File: src/rtl/washing_pkg.sv
// rtl/washing_pkg.sv - shared state encoding, actuator bundle and decode helpers for the washer controller
package washing_pkg;

   typedef enum logic [2:0] {
      IDLE  = 3'd0,
      FILL  = 3'd1,
      HEAT  = 3'd2,
      WASH  = 3'd3,
      DRAIN = 3'd4,
      SPIN  = 3'd5,
      DONE  = 3'd6,
      FAULT = 3'd7
   } state_e;

   typedef struct packed {
      logic heater;
      logic valve;
      logic motor;
      logic spin;
      logic pump;
      logic door_lock;
   } act_t;

   function automatic bit cycles_ok(input int v, input int w);
      return (v >= 1) && (longint'(v) < (longint'(1) << w));
   endfunction

   // FAULT keeps pumping and keeps the door shut until the drum reports empty
   function automatic act_t decode_act(input state_e s, input logic empty);
      act_t a;
      a = '0;
      case (s)
         FILL:  a.valve  = 1'b1;
         HEAT:  a.heater = 1'b1;
         WASH:  a.motor  = 1'b1;
         DRAIN: a.pump   = 1'b1;
         SPIN: begin
            a.motor = 1'b1;
            a.spin  = 1'b1;
            a.pump  = 1'b1;
         end
         FAULT: a.pump   = !empty;
         default: ;
      endcase
      a.door_lock = (s == FAULT) ? !empty : ((s != IDLE) && (s != DONE));
      return a;
   endfunction

endpackage

File: src/rtl/wm_phase_timer.sv
// rtl/wm_phase_timer.sv - saturating phase timer with clear and compare-to-limit expiry
module wm_phase_timer #(
   parameter int TIMER_W = 16
) (
   input  logic               clk,
   input  logic               rst_n,
   input  logic               clear,
   input  logic [TIMER_W-1:0] limit,
   output logic               expired
);

   logic [TIMER_W-1:0] count;

   always_ff @(posedge clk or negedge rst_n) begin
      if (!rst_n) begin
         count <= '0;
      end else if (clear) begin
         count <= '0;
      end else if (count != '1) begin
         count <= count + TIMER_W'(1);
      end
   end

   // last cycle of the phase, so the phase spans exactly limit cycles
   assign expired = (count == (limit - TIMER_W'(1)));

endmodule

File: src/rtl/washing_machine_prog.sv
// rtl/washing_machine_prog.sv - programmable washer sequencer with rinse passes, abort, door and watchdog supervision
module washing_machine_prog
   import washing_pkg::*;
#(
   parameter int TIMER_W       = 16,
   parameter int WASH_CYCLES   = 1000,
   parameter int RINSE_CYCLES  = 400,
   parameter int RINSE_COUNT   = 2,
   parameter int SPIN_CYCLES   = 500,
   parameter int FILL_TIMEOUT  = 4000,
   parameter int HEAT_TIMEOUT  = 8000,
   parameter int DRAIN_TIMEOUT = 2000
) (
   input  logic       clk,
   input  logic       rst_n,
   input  logic       start,
   input  logic       abort,
   input  logic       cold,
   input  logic       door_closed,
   input  logic       full,
   input  logic       empty,
   input  logic       hot,
   input  logic       clean,
   output logic       heater,
   output logic       valve,
   output logic       motor,
   output logic       spin,
   output logic       pump,
   output logic       door_lock,
   output logic       busy,
   output logic       done,
   output logic       fault,
   output logic [2:0] phase
);

   localparam int RC_W = (RINSE_COUNT > 0) ? $clog2(RINSE_COUNT + 1) : 1;
   localparam logic [RC_W-1:0]    RC_MAX  = RC_W'(RINSE_COUNT);
   localparam logic [TIMER_W-1:0] L_WASH  = TIMER_W'(WASH_CYCLES);
   localparam logic [TIMER_W-1:0] L_RINSE = TIMER_W'(RINSE_CYCLES);
   localparam logic [TIMER_W-1:0] L_SPIN  = TIMER_W'(SPIN_CYCLES);
   localparam logic [TIMER_W-1:0] L_FILL  = TIMER_W'(FILL_TIMEOUT);
   localparam logic [TIMER_W-1:0] L_HEAT  = TIMER_W'(HEAT_TIMEOUT);
   localparam logic [TIMER_W-1:0] L_DRAIN = TIMER_W'(DRAIN_TIMEOUT);

   if (!(cycles_ok(WASH_CYCLES, TIMER_W) && cycles_ok(RINSE_CYCLES, TIMER_W) &&
         cycles_ok(SPIN_CYCLES, TIMER_W) && cycles_ok(FILL_TIMEOUT, TIMER_W) &&
         cycles_ok(HEAT_TIMEOUT, TIMER_W) && cycles_ok(DRAIN_TIMEOUT, TIMER_W))) begin : g_bad_cycles
      $error("washing_machine_prog: cycle parameter out of range for TIMER_W");
   end

   state_e             state, next_state;
   logic [RC_W-1:0]    rinse_cnt;
   logic               abort_q, cold_q, set_abort, expired, main_pass;
   logic [TIMER_W-1:0] limit;
   act_t               act;

   assign main_pass = (rinse_cnt == '0);

   wm_phase_timer #(.TIMER_W(TIMER_W)) u_timer (
      .clk     (clk),
      .rst_n   (rst_n),
      .clear   (next_state != state),
      .limit   (limit),
      .expired (expired)
   );

   always_ff @(posedge clk or negedge rst_n) begin
      if (!rst_n) begin
         state     <= IDLE;
         rinse_cnt <= '0;
         abort_q   <= 1'b0;
         cold_q    <= 1'b0;
      end else begin
         state   <= next_state;
         abort_q <= (next_state == IDLE) ? 1'b0 : (abort_q | set_abort);
         if (state == IDLE && next_state == FILL) begin
            rinse_cnt <= '0;
            cold_q    <= cold;
         end else if (state == DRAIN && next_state == FILL) begin
            rinse_cnt <= rinse_cnt + RC_W'(1);
         end
      end
   end

   // each active phase checks door, then abort, then its timer, then its sensor
   always_comb begin
      next_state = state;
      set_abort  = 1'b0;
      limit      = '1;
      unique case (state)
         IDLE: if (start && door_closed) next_state = FILL;
         FILL: begin
            limit = L_FILL;
            if (!door_closed)          next_state = FAULT;
            else if (abort)            begin next_state = DRAIN; set_abort = 1'b1; end
            else if (expired && !full) next_state = FAULT;
            else if (full)             next_state = (main_pass && !cold_q) ? HEAT : WASH;
         end
         HEAT: begin
            limit = L_HEAT;
            if (!door_closed) next_state = FAULT;
            else if (abort)   begin next_state = DRAIN; set_abort = 1'b1; end
            else if (expired) next_state = FAULT;
            else if (hot)     next_state = WASH;
         end
         WASH: begin
            limit = main_pass ? L_WASH : L_RINSE;
            if (!door_closed)                     next_state = FAULT;
            else if (abort)                       begin next_state = DRAIN; set_abort = 1'b1; end
            else if (expired || (clean && main_pass)) next_state = DRAIN;
         end
         DRAIN: begin
            limit = L_DRAIN;
            if (!door_closed) next_state = FAULT;
            else begin
               set_abort = abort;
               if (expired)    next_state = FAULT;
               else if (empty) next_state = (abort_q || abort) ? IDLE :
                                            (rinse_cnt < RC_MAX) ? FILL : SPIN;
            end
         end
         SPIN: begin
            limit = L_SPIN;
            if (!door_closed) next_state = FAULT;
            else if (abort)   begin next_state = DRAIN; set_abort = 1'b1; end
            else if (expired) next_state = DONE;
         end
         DONE:  next_state = IDLE;
         FAULT: if (start && empty) next_state = IDLE;
      endcase
   end

   assign act       = decode_act(state, empty);
   assign heater    = act.heater;
   assign valve     = act.valve;
   assign motor     = act.motor;
   assign spin      = act.spin;
   assign pump      = act.pump;
   assign door_lock = act.door_lock;
   assign busy      = (state != IDLE);
   assign done      = (state == DONE);
   assign fault     = (state == FAULT);
   assign phase     = state;

endmodule

File: config.mk
export PLATFORM = sky130hd
export DESIGN_NAME = washing_machine_prog
export DESIGN_NICKNAME = d
export VERILOG_FILES = /design/src/rtl/washing_pkg.sv /design/src/rtl/wm_phase_timer.sv /design/src/rtl/washing_machine_prog.sv
export SDC_FILE = /design/constraint.sdc
export NUM_CORES = 1
export LEC_CHECK = 0
export BUFFER_PORTS_ARGS = -buffer_cell sky130_fd_sc_hd__buf_2
export CAP_MARGIN = 40
export CORE_AREA = 2 2 65 67
export DETAILED_ROUTE_END_ITERATION = 6
export DIE_AREA = 0 0 67 69
export GPL_TIMING_DRIVEN = 0
export PLACE_DENSITY = 0.85
export SETUP_SLACK_MARGIN = 0.02
export SLEW_MARGIN = 20
export SYNTH_ARGS = -nofsm -noshare
export SYNTH_HDL_FRONTEND = slang
export SYNTH_SLANG_ARGS = --single-unit
export TNS_END_PERCENT = 30
File: constraint.sdc
create_clock -name clk -period 4.9 [get_ports clk]
set_clock_uncertainty 0.05 [all_clocks]
set_input_delay 0.98 -clock clk [delete_from_list [all_inputs] [get_ports clk]]
set_output_delay 0.98 -clock clk [all_outputs]
set_load 0.02 [all_outputs]
# [Word level (Yosys, flattened, before mapping)]
# Cells that the tools add are included.
# W data, S select, Z words.
[word_totals] output_inout_bits=12 elab_cells=84 regBits=23 inputBits=10
[op_classes] addsub=3 magnitude_cmp=1 muxes=40 bitwise_logic=1 n_eq_ne=12 reduce_logical=22
[op_table] op="$pmux W16 S5" count=1
[op_table] op="$mux W3" count=21
[op_table] op="$mux W16" count=2
[op_table] op="$pmux W3 S8" count=1
[op_table] op="$add A16 B1 Y16 const B" count=1
[op_table] op="$eq A16 B16 Y1" count=1
[op_table] op="$ne A16 B16 Y1 const B" count=1
[op_table] op="$sub A16 B1 Y16 const B" count=1
[op_table] op="$eq A3 B3 Y1 const B" count=4
[op_table] op="$mux W1" count=10
[op_table] op="$mux W10" count=1
[op_table] op="$logic_and A1 B1 Y1" count=8
[op_table] op="$eq A3 B1 Y1 const B" count=2
[op_table] op="$eq A3 B2 Y1 const B" count=2
[op_table] op="$logic_not A3 Y1" count=2
[op_table] op="$mux W2" count=2
[op_table] op="$pmux W1 S2" count=2
[op_table] op="$reduce_bool A2 Y1" count=2
[op_table] op="$reduce_or A2 Y1" count=2
[op_table] op="$reduce_or A4 Y1" count=1
[op_table] op="$logic_not A1 Y1" count=3
[op_table] op="$ne A3 B3 Y1" count=1
[op_table] op="$ne A3 B3 Y1 const B" count=1
[op_table] op="$reduce_bool A3 Y1" count=1
[op_table] op="5 further kinds" count=6

# [Longest topological paths before layout]
# Gate-level depths: netlist of run 1.
[logic_depth] ltp_word=14 ltp_mapped=17

# [By module]
# A second synthesis of run 1 with hierarchy kept.
[hier_totals] cells_unflattened=275 hier_area_um2=2148.3
[by_module_without_submodules] mod="wm_phase_timer" area_per_inst_um2=1343.8 seq_area_each_um2=400.4 instances=1 cells_each=160
[by_module_without_submodules] mod="washing_machine_prog" area_per_inst_um2=804.5 seq_area_each_um2=175.2 instances=1 cells_each=115

# [Worst setup path after synthesis of run 1]
# Ideal clock, no wire load.
[synth_timing] path_kind="reg2reg" start="register state[0], in the netlist phase[0]" end="register u_timer.count[12]" path_buffers=5 required_ns=4.728 arrival_time_ns=3.638 setup_slack_ns=1.090 stages_incl_launch_ff=17 cell_sequence="dfrtp_1 -> buf_2 -> buf_4 -> clkbuf_1 -> a21oi_1 -> nor2_1 -> nor2_1 -> ha_1 -> a221o_1 -> a221oi_1 -> and3_1 -> clkbuf_1 -> nand2_2 -> or3_4 -> a211oi_4 -> buf_8 -> nor3_2"
[synth_via] elab_chain_cells=11 elab_cells_between_ends=36 classes_between="add/sub (1); eq/ne (9); mux (22); reduce/logical (4)"
[synth_rtl] element="start, declared" line_no="washing_machine_prog.sv:51" rtl="state_e state, next_state;"
[synth_rtl] element="start signal, assigned" line_no="washing_machine_prog.sv:74" rtl="state <= next_state;"
[synth_rtl] element="$eq A3 B3 Y1 (tied with other cells)" line_no="washing_machine_prog.sv:90" rtl="unique case (state)"
[synth_rtl] element="$pmux W16 S5" line_no="washing_machine_prog.sv:90"
[synth_rtl] element="$sub A16 B1 Y16" line_no="wm_phase_timer.sv:25" rtl="assign expired = (count == (limit - TIMER_W'(1)));"
[synth_rtl] element="$eq A16 B16 Y1" line_no="wm_phase_timer.sv:25"
[synth_rtl] element="$logic_or A1 B1 Y1 or $logic_and A1 B1 Y1 (tied branches)" line_no="washing_machine_prog.sv:110, washing_machine_prog.sv:96"
[synth_rtl] element="$mux W3, on equally long branches" line_no="washing_machine_prog.sv:110, washing_machine_prog.sv:96"
[synth_rtl] element="$mux W3, on equally long branches" line_no="washing_machine_prog.sv:109, washing_machine_prog.sv:95"
[synth_rtl] element="$mux W3, on equally long branches" line_no="washing_machine_prog.sv:108, washing_machine_prog.sv:94"
[synth_rtl] element="$pmux W3 S8" line_no="washing_machine_prog.sv:90"
[synth_rtl] element="$ne A3 B3 Y1 (*)" line_no="washing_machine_prog.sv:62" rtl=".clear (next_state != state),"
[synth_rtl] element="$mux W16 or $reduce_bool A2 Y1 (tied branches)"
[synth_rtl] element="end signal, assigned" line_no="wm_phase_timer.sv:20" rtl="count <= count + TIMER_W'(1);"
[synth_rtl] element="end, declared" line_no="wm_phase_timer.sv:12" rtl="logic [TIMER_W-1:0] count;"
# Every way passes the cells marked *; elsewhere a longest branch is shown, timed or not.
# A chain may end at the register's enable or synchronous reset.

# [Final worst setup path of run 1]
[layout_timing] start="register state[0], in the netlist phase[0]" end="register u_timer.count[13]"
# The elaborated chain is that of the path after synthesis.

==> flow_results.org, run 1 <==
** Floorplanning
- In this run the core area contains 23 standard-cell rows.
- Die area :: 0.00462 mm²
- Starting Density :: 0.545
- Floorplan die height :: 69 µm
- The die is 67 µm wide.
- 22 I/O pins were placed.
- In this run the standard cell core region covers 0.00391 mm².

** Layout
- The finished cells cover 0.00234 mm².
- Relative to the synthesized area, the layout overhead comes to 9.98%.
- Once layout is complete, the utilization of the core stands at 0.599.
- After the last flow step, the layout net total stands at 300.
- The repair_antennas step left the layout with diodes totalling 0.
- Share of cells above drive strength 1 :: 0.189
- Excluding fillers, the count of instances in the completed layout stands at 336.

** Route
- In the routed layout, each cell is associated on average with a via count of 6.24.
- DR WL/cell :: 16.2 µm
- Detailed routing inserted a total of 2095 vias.
- Drt total wl :: 5.44 mm
- After the first detailed-routing iteration, the DRC count stood at 263.
- Once detail routing completed, the nets flagged for antenna violations numbered 0.
- For this run, design rule violations remaining after detail routing come to 0.
- Before antenna repair, the detailed router went through 4 iterations.

** Yosys
- Synthesis warning total :: 0
- Counting flops and latches in the post-synthesis netlist gives 23.
- The synthesized netlist occupies a cell area of 0.00213 mm².
- Top FF cell, synth :: dfrtp_1
- The share of the Yosys chip area taken by registers is 0.270.
- EDFF count, synth :: 0
- Counting flops with an async set or reset pin after synthesis yields a share of 1.00.
- Number of distinct standard cells referenced by the synthesized netlist :: 55
- A synthesized cell averages 8.17 µm².
- The number of nets in the synthesized netlist is 274.
- Cell count after synthesis :: 261

** Placement
- Summing all placed instances gives a cell area of 0.00230 mm².
- Placed wire-length estimate after detailed placement :: 4.14 mm
- Pre-CTS WS :: 522 ps
- The count of buffers added on input and output ports is 21.
- In this run, placement finished with an instance count of 332.
- At the end of routability-driven placement, the weighted congestion stood at 0.967.

** Clock network
- The tree is rooted in a clkbuf_8.
- The longest clock path from root to sink contains 2 buffers.
- In this run, post-CTS repair resized a total of 0 instances.
- Number of buffers added by the clock tree synthesis step :: 3
- Post-CTS setup repair buffer count :: 0
- At the later pin of the worst-skew pair, clock insertion delay measures 260 ps.
- TritonCTS clock tree :: yes
- The clock drives 23 sinks.
- CTS built an H-tree with a depth of 1.
- Clock-pin slew on the worst setup and hold paths :: 80 ps
- After clock tree synthesis, the flow added hold-fix buffers numbering 0.

** Worst setup path
- The kind of cell with the highest combined delay along the critical path is buffers and inverters.
- Crit. End Element :: flip-flop
- Counting both buffers and inverters, the worst setup path holds a total of 5.
- On the worst path, the slowest cell contributes a delay of 560 ps.
- Walking the worst path, the cells encountered are buf_2, buf_4, clkbuf_1, a21oi_1, nor2_1, nor2_1, ha_1, a221o_1, a221oi_1, and3_1, clkbuf_1, nand4_1, and4_1, o211ai_1, buf_4, nor3_2.
- In this run the worst path has a maximum fanout of 10.
- Category of the most critical setup path :: flip-flop to flip-flop
- Worst path arrival time :: 4580 ps
- On the critical path, the stage with the largest delay is an instance of o211ai_1.
- CP required :: 5000 ps
- The worst setup path is launched from a flip-flop.

** STA
- The clock period could shrink to 4480 ps.
- At the pin with the least slew margin, the transition time is 676 ps.
- Final cycle utilization of the critical path :: 0.914
- Number of hold-slack violations in the final timing report :: 0
- The number of slew-limit violations in the final report came to 0.
- Total negative setup slack :: 0 ps
- Max Freq :: 223 MHz
- Setup-failing EPs final :: 0
- Slew headroom :: 0.547
- Final hold analysis gives a worst-case slack of 465 ps.
- Once routing completed, OpenROAD measured the worst setup slack at 420 ps.
- Setup repair after global routing missed its margin :: false

** Global route
- Via count of the first global-routing pass :: 1945
- Aggregate global-route resource usage :: 0.245
- Entering global routing, the biggest net connects 24 pins.
- Antenna violations before repair :: 0
- Summed over all layers, the global routing overflow is 0.
- The first global-routing pass estimated 9.05 mm of wire.

** Power
- Internal power comes to 0.624 mW.
- Design Power :: 1.35 mW
- VDD sags by at most 0.000349 V.
- Static Leak :: 0.920 nW
- Dividing total power by cell area gives a power density of 577 mW/mm².
- Of the total power, the share spent switching nets is 0.539.
- The share of total power dissipated in sequential elements is 0.184.
- Of the total power, the clock network draws 0.086.
- For this design the total switching power over the nets is 0.729 mW.
- Of the total power, combinational logic draws 0.729.

** Outcome
- Status :: finished, final reports clean

** Hold path
- In this run the worst hold path is classified as flip-flop to flip-flop.

** Flow run
- The tool flagged a number of max-cap violations equal to 0.
-- Yosys cell counts, drive strengths merged, types with 3 or more instances --
cell type,n,share of area
a211oi,3,0.016
a21o,4,0.014
a21oi,16,0.038
a221oi,3,0.012
a22oi,4,0.014
a31oi,6,0.018
and2,4,0.012
and3,4,0.012
and4,6,0.025
buf,11,0.039
clkbuf,7,0.012
dfrtp,23,0.27
ha,3,0.018
inv,9,0.017
mux2i,4,0.019
nand2,23,0.042
nand2b,10,0.029
nand3,12,0.028
nand3b,3,0.011
nand4,4,0.012
nor2,24,0.042
nor2b,3,0.0088
nor3,20,0.073
o211ai,5,0.018
o21ai,12,0.028
xnor2,6,0.025
xor2,7,0.029
-- cell type report --
type	instances	area, µm²
fillers	388	1570
multi-input cells	211	1410
flip-flops and latches	23	576
plain buffers	18	109
repair buffers	21	105
well taps	50	62.6
clock buffers	4	45.0
inverters	9	36.3
-- cell families after synthesis --
group / count (synthesis) / synth area share
simple gates: 119 / 0.316
compound gates: 70 / 0.246
buf+inv: 27 / 0.0681
flops: 23 / 0.270
xor+xnor: 13 / 0.0534
mux: 6 / 0.0293
fa+ha+maj: 3 / 0.0176
-- flip-flops by register name (all words and copies together) (netlist names) --
register and count:
cold_q 1, abort_q 1, phase 3, rinse_cnt 2, u_timer.count 16
-- cells in the final DEF, fill, tap and decap left out, drive strengths merged, types with 2 or more instances in the layout --
master / count
mux2i: 4
a2111oi: 2
nor3: 20
o2111ai: 2
and4: 6
and2: 4
xor2: 7
nand4: 4
a211o: 2
o21ai: 12
nand2b: 10
nor2b: 3
nand3b: 3
a21o: 4
a22oi: 4
nor2: 24
or3: 2
a21oi: 16
a221oi: 3
mux2: 2
nand3: 12
clkbuf: 11
o211ai: 5
dfrtp: 23
a211oi: 3
buf: 32
a31oi: 6
inv: 9
nor3b: 2
xnor2: 6
and3: 4
nand2: 23
ha: 3
-- path summary, 6_finish.rpt --
check,from,end,slack (ps),cells past startpoint
worst max-delay path,phase[0],u_timer.count[13],420,16
worst min-delay path,abort_q,abort_q,460,1
worst max register to register,phase[0],u_timer.count[13],420,16
worst min register to register,abort_q,abort_q,460,1
max in group asynchronous,rst_n,phase[0],3850,1
min in group asynchronous,rst_n,u_timer.count[12],620,1
-- power by group through the flow --
stage	registers (mW)	logic (mW)	clock network (mW)
after floorplan	0.261	0.732	0
after global placement	0.252	0.960	0
after detailed placement	0.252	0.975	0
after CTS	0.248	0.977	0.119
after global routing	0.253	1.07	0.126
final	0.249	0.986	0.116
-- metal layers --
| metal | wire length [µm] | vias to the layer above | GRT usage |
|---|---|---|---|
| met5 | 0 | - | 0 |
| li1 | - | 1006 | - |
| met2 | 2580 | 74 | 0.370 |
| met1 | 2440 | 1009 | 0.380 |
| met4 | 57 | 0 | 0.0658 |
| met3 | 362 | 6 | 0.00979 |
Note: power is estimated with default switching activity, not from simulation.
==> run 2, diff against run 1 <==
--- a/config.mk
+++ b/config.mk
@@ -5,13 +5,13 @@
 export SDC_FILE = /design/constraint.sdc
 export NUM_CORES = 1
 export LEC_CHECK = 0
-export BUFFER_PORTS_ARGS = -buffer_cell sky130_fd_sc_hd__buf_2
 export CAP_MARGIN = 40
 export CORE_AREA = 2 2 65 67
 export DETAILED_ROUTE_END_ITERATION = 6
 export DIE_AREA = 0 0 67 69
+export DONT_BUFFER_PORTS = 1
 export GPL_TIMING_DRIVEN = 0
-export PLACE_DENSITY = 0.85
+export PLACE_DENSITY = 0.8
 export SETUP_SLACK_MARGIN = 0.02
 export SLEW_MARGIN = 20
 export SYNTH_ARGS = -nofsm -noshare
==> run 2 against run 1 <==
Net effect:
- design area is 3.5% lower
- first-iteration DRC count increased by 22%
- via count is 0.95% lower
- critical path type unchanged
- critical endpoint is now u_timer.count[0]
- largest cell class unchanged
- maximum frequency shrank 0.58%
- largest power group unchanged
- global-route usage is 0.27 points higher
==> flow_results.org, run 2 (synthesized netlist as in run 1, its figures left out) <==
** Power
- Design Power :: 1.35 mW (-0.48%)
- Internal power component :: 0.618 mW (-0.95%)
- Share of total power in combinational logic :: 0.710 (-0.019)
- The switching part of the total power is 0.541 (+0.00219).
- The power density over the cells was 595 mW/mm² (+3.2%).
- The switching power came to 0.728 mW (about the same).
- The relative contribution of sequential cells to total power is 0.200 (+0.016).
- The static leakage power is 0.846 nW (-8.1%).
- The part of the total power dissipated in the clock network is 0.090 (+0.004).
- Peak supply drop :: 0.000219 V (-37%)

** Layout
- Counting flops per register, the top entry is u_timer.count.
- In the layout the commonest cells are nor2_1, dfrtp_1, nand2_1, a21oi_1.
- The number of flip-flops in the largest register came to 16 (unchanged).
- Share of cells above drive strength 1 :: 0.134 (-0.0545)
- Final core occ :: 0.578 (-0.0211)
- Layout overhead on the synthesized area :: 6.10%
- Count of filler cells inserted in the layout :: 355 (-8.5%)
- The count of nets after finishing is 282 (-6.0%).
- The library cell used most frequently in the layout, excluding fill and tap cells, is nor2_1.
- Antenna diode count :: 0 (unchanged)

** Route
- Drt pass-1 iters :: 7 (+3)
- Routed Antenna Nets :: 0 (unchanged)
- The number of DRC violations after detailed routing came to 0 (unchanged).
- DR WL/cell :: 16.9 µm (+4.4%)
- Drt total wl :: 5.37 mm (-1.2%)
- Per-cell via count in the routed design :: 6.53 (+4.7%)
- Drt initial violations :: 321 (+22%)
- Via Count :: 2075 (-0.95%)

** Outcome
- The run finished with clean final reports.

** Clock network
- Root buffer cell :: clkbuf_8
- TritonCTS clock tree :: yes
- The clock insertion delay at the later pin of the skew report was 270 ps (about the same).
- Clock tree buffer depth :: 2 (unchanged)
- Number of buffers added by the clock tree synthesis step :: 3 (unchanged)
- The number of gates resized after cts was 0 (unchanged).
- The count of clock tree sinks came to 23 (unchanged).
- The number of levels the H-tree was split into is 1 (unchanged).
- The clock-pin slew reported for the worst setup and hold paths after clock tree synthesis is 80 ps (about the same).

** Worst setup path
- The highest cell delay on the worst timing path was 480 ps (-80 ps).
- Startpoint Class :: flip-flop
- Cell with the largest stage delay on the worst path :: dfrtp_1
- Maximum fanout encountered on the critical timing path :: 10 (unchanged)
- The worst setup path is of the flip-flop to flip-flop kind.
- Crit. End Element :: flip-flop
- Walking the worst path, the cells encountered are buf_6, buf_2, nor3_2, inv_1, nand2_1, nor2_1, ha_1, o211ai_1, a221o_1, a221oi_1, and3_1, clkbuf_1, nand2_2, or3_4, a211oi_4, buf_8, nor3_2.
- Cell family with the largest share of critical-path delay :: simple AND/OR/NAND/NOR gates
- CP required :: 5010 ps (about the same)
- The signal arrival time at the worst endpoint was 4610 ps (+30 ps).
- Buffers plus inverters on the worst setup path :: 5 (unchanged)
- Cell repeated most along the worst path :: nor3_2

** Placement
- Pre-CTS WS :: 317 ps (-205 ps)
- Count of buffers inserted at the top-level ports :: 0 (-100%)
- Placed wire-length estimate after detailed placement :: 3.99 mm (-3.6%)
- Weighted congestion at the end of routability-driven global placement :: 0.961 (-0.54%)

** Floorplanning
- Die width :: 67 µm (unchanged)
- The site row count is 23 (unchanged).
- The top-level port count is 22 (unchanged).
- The die height was 69 µm (unchanged).
- The area of the die came to 0.00462 mm² (unchanged).
- The initial core utilization is 0.545 (unchanged).
- The placeable core region is 0.00391 mm² (unchanged).

** STA
- The final period demand of the worst path is 4510 ps (+26.0 ps).
- Slew headroom :: 0.617 (+0.0693)
- The final count of hold timing violations was 0 (unchanged).
- The final worst-path cycle share was 0.920 (+0.00530).
- Max Freq :: 222 MHz (-0.58%)
- Final hold slack :: 340 ps (-125 ps)
- Actual slew at the worst max-slew pin :: 570 ps (-106 ps)
- Final Worst Setup Slack :: 394 ps (-26.0 ps)
- Setup repair after global routing missed its margin :: false
- The final setup violation count is 0 (unchanged).
- Final count of pins violating max slew :: 0 (unchanged)
- The sum of negative setup slack is 0 ps (unchanged).

** Global route
- Largest net degree at the start of global routing :: 24 (unchanged)
- The wire length of the first global-routing pass is 9.00 mm (-0.61%).
- The initial antenna violation count was 0 (unchanged).
- The overall routing resource usage was 0.248 (+0.00273).
- The number of global-route vias before repair was 1947 (+0.10%).
- Global route overflow :: 0 (unchanged)

** Hold path
- The worst hold path belongs to the class primary input to async pin.

** Flow run
- The total of max-cap violations was 0 (unchanged).
## run 2: changes by cell type in the layout (fill, tap and decap cells not counted), sizes merged
cell / previous run / this run
buf: 32 / 14
## run 2: final cells by class
type                    count  area [µm²]  area share
plain buffers              18         109      0.0481
clock buffers               4        45.0      0.0199
inverters                   9        36.3      0.0160
multi-input cells         211        1410       0.624
flip-flops and latches     23         576       0.254
well taps                  50        62.6      0.0277
repair buffers              3        22.5     0.00996
## run 2: final timing paths
kind                           from           endpoint  slack, ps  depth (start not counted)
setup / recovery           phase[1]   u_timer.count[0]        390                         17
hold / removal                rst_n  u_timer.count[14]        340                          0
setup reg to reg           phase[1]   u_timer.count[0]        390                         17
hold reg to reg             abort_q            abort_q        480                          1
max in group asynchronous     rst_n           phase[0]       4380                          0
min in group clk            abort_q            abort_q        480                          1
## run 2: per-stage QoR
stage               instance area [µm²]  instances
floorplan                          2130        261
global placement                   2190        311
detailed placement                 2190        311
CTS                                2240        315
global route                       2260        318
finish                             2260        318
## run 2: layer usage
layer	vias to the layer above	wire, µm	GRT usage
met4	0	176	0.118
met3	21	483	0.0489
met5	-	0	0
met2	115	2370	0.358
met1	966	2340	0.352
li1	973	-	-
## run 2: power by group through the flow
stage	clock network [mW]	registers (mW)	logic, mW
4_1_cts	0.122	0.269	0.907
5_1_grt	0.129	0.275	1.03
3_5_place_dp	0	0.273	0.904
6_report	0.121	0.269	0.956
3_3_place_gp	0	0.271	0.895
2_1_floorplan	0	0.261	0.732
## run 2: repair_timing
action / 4_1_cts / 5_1_grt
hold buffers: 0 / 0
setup endpoints to repair: 0 / 10
setup buffers: 0 / 3
==> run 3, diff against run 2 <==
--- a/config.mk
+++ b/config.mk
@@ -11,6 +11,8 @@
 export DIE_AREA = 0 0 67 69
 export DONT_BUFFER_PORTS = 1
 export GPL_TIMING_DRIVEN = 0
+export HOLD_SLACK_MARGIN = 0.08
+export MAX_ROUTING_LAYER = met4
 export PLACE_DENSITY = 0.8
 export SETUP_SLACK_MARGIN = 0.02
 export SLEW_MARGIN = 20
==> run 3 against run 2 <==
Net effect:
- wire length is 1.1% higher
- maximum frequency is 3.3% lower
- sequential cell count stayed put
- hold slack better by 9.0 ps
- design area is 0.94% lower
- die area stayed put
- first-iteration DRC count is 34% lower
- largest cell class unchanged
==> flow_results.org, run 3 (synthesized netlist as in run 1, its figures left out) <==
** STA
- The headroom to the max-slew limit was 0.570 (-0.0463).
- Actual slew at the worst max-slew pin :: 642 ps (+71.9 ps)
- The final setup violation count is 0 (unchanged).
- The final worst-path cycle share came to 0.951 (+0.0312).
- Max Freq :: 215 MHz (-3.3%)
- The sum of negative setup slack came to 0 ps (unchanged).
- The minimum setup slack in the final design came to 241 ps (-153 ps).
- The final count of hold timing violations is 0 (unchanged).
- The final period demand of the worst path is 4660 ps (+153 ps).
- Setup repair after global routing missed its margin :: false
- Final count of pins violating max slew :: 0 (unchanged)

** Floorplanning
- # rows :: 23 (unchanged)
- The initial core utilization is 0.545 (unchanged).
- Area of the core region :: 0.00391 mm² (unchanged)
- Die area :: 0.00462 mm² (unchanged)
- The top-level port count is 22 (unchanged).
- The die height is 69 µm (unchanged).
- The die width is 67 µm (unchanged).

** Layout
- In the layout the commonest cells are nor2_1, dfrtp_1, nand2_1, a21oi_1.
- Relative to the synthesized area, the layout overhead comes to 5.11%.
- u_timer.count holds more flip-flops than any other register.
- The fraction of final layout cells with drive strength greater than 1 came to 0.128 (-0.00603).
- Final core occ :: 0.573 (-0.00543)
- The library cell used most frequently in the layout, excluding fill and tap cells, is nor2_1.
- The count of antenna diodes in the layout was 0 (unchanged).
- The count of nets after finishing is 279 (-1.1%).
- The number of flip-flops in the largest register came to 16 (unchanged).
- Count of filler cells inserted in the layout :: 369 (+3.9%)

** Worst setup path
- CP Depth :: 17 (unchanged)
- Category of the most critical setup path :: flip-flop to flip-flop
- Depth of the worst register-to-register path :: 17 (unchanged)
- Worst path arrival time :: 4770 ps (+160 ps)
- Startpoint Class :: flip-flop
- Grouping stages by cell kind, the critical path spends the most delay in simple AND/OR/NAND/NOR gates.
- Maximum fanout encountered on the critical timing path :: 10 (unchanged)
- Cell with the largest stage delay on the worst path :: o211ai_1
- Crit. End Element :: flip-flop
- Cell chain of the critical path :: buf_6, buf_2, nor3_2, inv_1, nand2_1, nor2_1, ha_1, o211ai_1, a221o_1, a221oi_1, and3_1, clkbuf_1, nand4_1, and4_1, o211ai_1, buf_4, nor3_2
- The register-to-register setup slack came to 240 ps (-150 ps).
- Max stage delay on crit path :: 520 ps (+40 ps)
- The endpoint required time on the critical path was 5010 ps (about the same).
- The combined buffer and inverter count along the critical path was 5 (unchanged).

** Global route
- The initial antenna violation count was 0 (unchanged).
- The number of global-route vias before repair is 1909 (-2.0%).
- Largest net degree at the start of global routing :: 24 (unchanged)
- Global route overflow :: 0 (unchanged)
- The wire length of the first global-routing pass was 9.00 mm (about the same).
- The overall routing resource usage came to 0.255 (+0.00653).

** Clock network
- Post-CTS setup repair buffer count :: 0 (unchanged)
- The count of clock tree sinks came to 23 (unchanged).
- The hold-fix buffer count after cts is 0 (unchanged).
- Number of buffers added by the clock tree synthesis step :: 3 (unchanged)
- The number of levels the H-tree was split into is 1 (unchanged).
- CTS placed an instance of clkbuf_8 at the clock tree root.
- TritonCTS clock tree :: yes
- Clock-pin slew on the worst setup and hold paths :: 80 ps (about the same)
- The largest buffer count on any clock path was 2 (unchanged).
- The clock insertion delay at the later pin of the skew report was 260 ps (about the same).

** Route
- The number of vias in the routed layout came to 2001 (-3.6%).
- The number of DRC violations after detailed routing is 0 (unchanged).
- Per-cell via count in the routed design :: 6.35 (-2.6%)
- Drt pass-1 iters :: 4 (-3)
- Drt initial violations :: 213 (-34%)
- Drt total wl :: 5.43 mm (+1.1%)
- Routed Antenna Nets :: 0 (unchanged)
- DR WL/cell :: 17.2 µm (+2.1%)

** Power
- Static Leak :: 0.835 nW (-1.3%)
- The power density over the cells is 581 mW/mm² (-2.4%).
- The largest voltage drop on the vdd net is 0.000223 V (+1.9%).

** Outcome
- Status :: finished, final reports clean

** Hold path
- The tightest min-delay check is of the primary input to async pin type.

** Flow run
- The total of max-cap violations came to 0 (unchanged).

** Placement
- The port buffer count came to 0 (unchanged).
- The post-placement setup slack is 318 ps (+1.44 ps).
- The final estimated routing congestion in global placement was 0.987 (+2.7%).
- Placed wire-length estimate after detailed placement :: 4.12 mm (+3.3%)
[run 3: what timing repair did]
item                                    CTS  global route
endpoints found under the setup margin    0            10
endpoints found under the hold margin     0             0
resized for setup                         0             0
[run 3: layout make-up]
type / instances / area [µm²] / share of cell area
multi-input combinational: 211 / 1410 / 0.630
clock inverter: 1 / 5.00 / 0.00223
tap: 50 / 62.6 / 0.0279
clock buffer: 3 / 41.3 / 0.0184
inverter: 9 / 36.3 / 0.0162
sequential: 23 / 576 / 0.257
buffer: 18 / 109 / 0.0486
[run 3: power breakdown]
group          total, mW  internal [mW]  switching, mW
logic              0.915          0.307          0.608
clock network      0.117         0.0568         0.0602
registers          0.270          0.224         0.0452
[run 3: metrics by stage]
stage	hold WS [ps]	instance area, µm²	std cells	power [mW]
finish	349	2240	315	1.30
global route	330	2240	315	1.40
CTS	342	2240	315	1.30
detailed placement	460	2190	311	1.18
global placement	448	2190	311	1.17
floorplan	421	2130	261	0.993
[run 3: final timing paths]
kind	start	to
min	rst_n	u_timer.count[14]
max in group asynchronous	rst_n	rinse_cnt[1]
max	phase[1]	u_timer.count[1]
min reg2reg	cold_q	cold_q
min in group clk	cold_q	cold_q
max reg2reg	phase[1]	u_timer.count[1]
[run 3: metal layers]
metal  track usage  routed length, µm
met4        0.0930                140
met5             -                  0
met1         0.346               2330
met2         0.378               2500
met3        0.0440                457
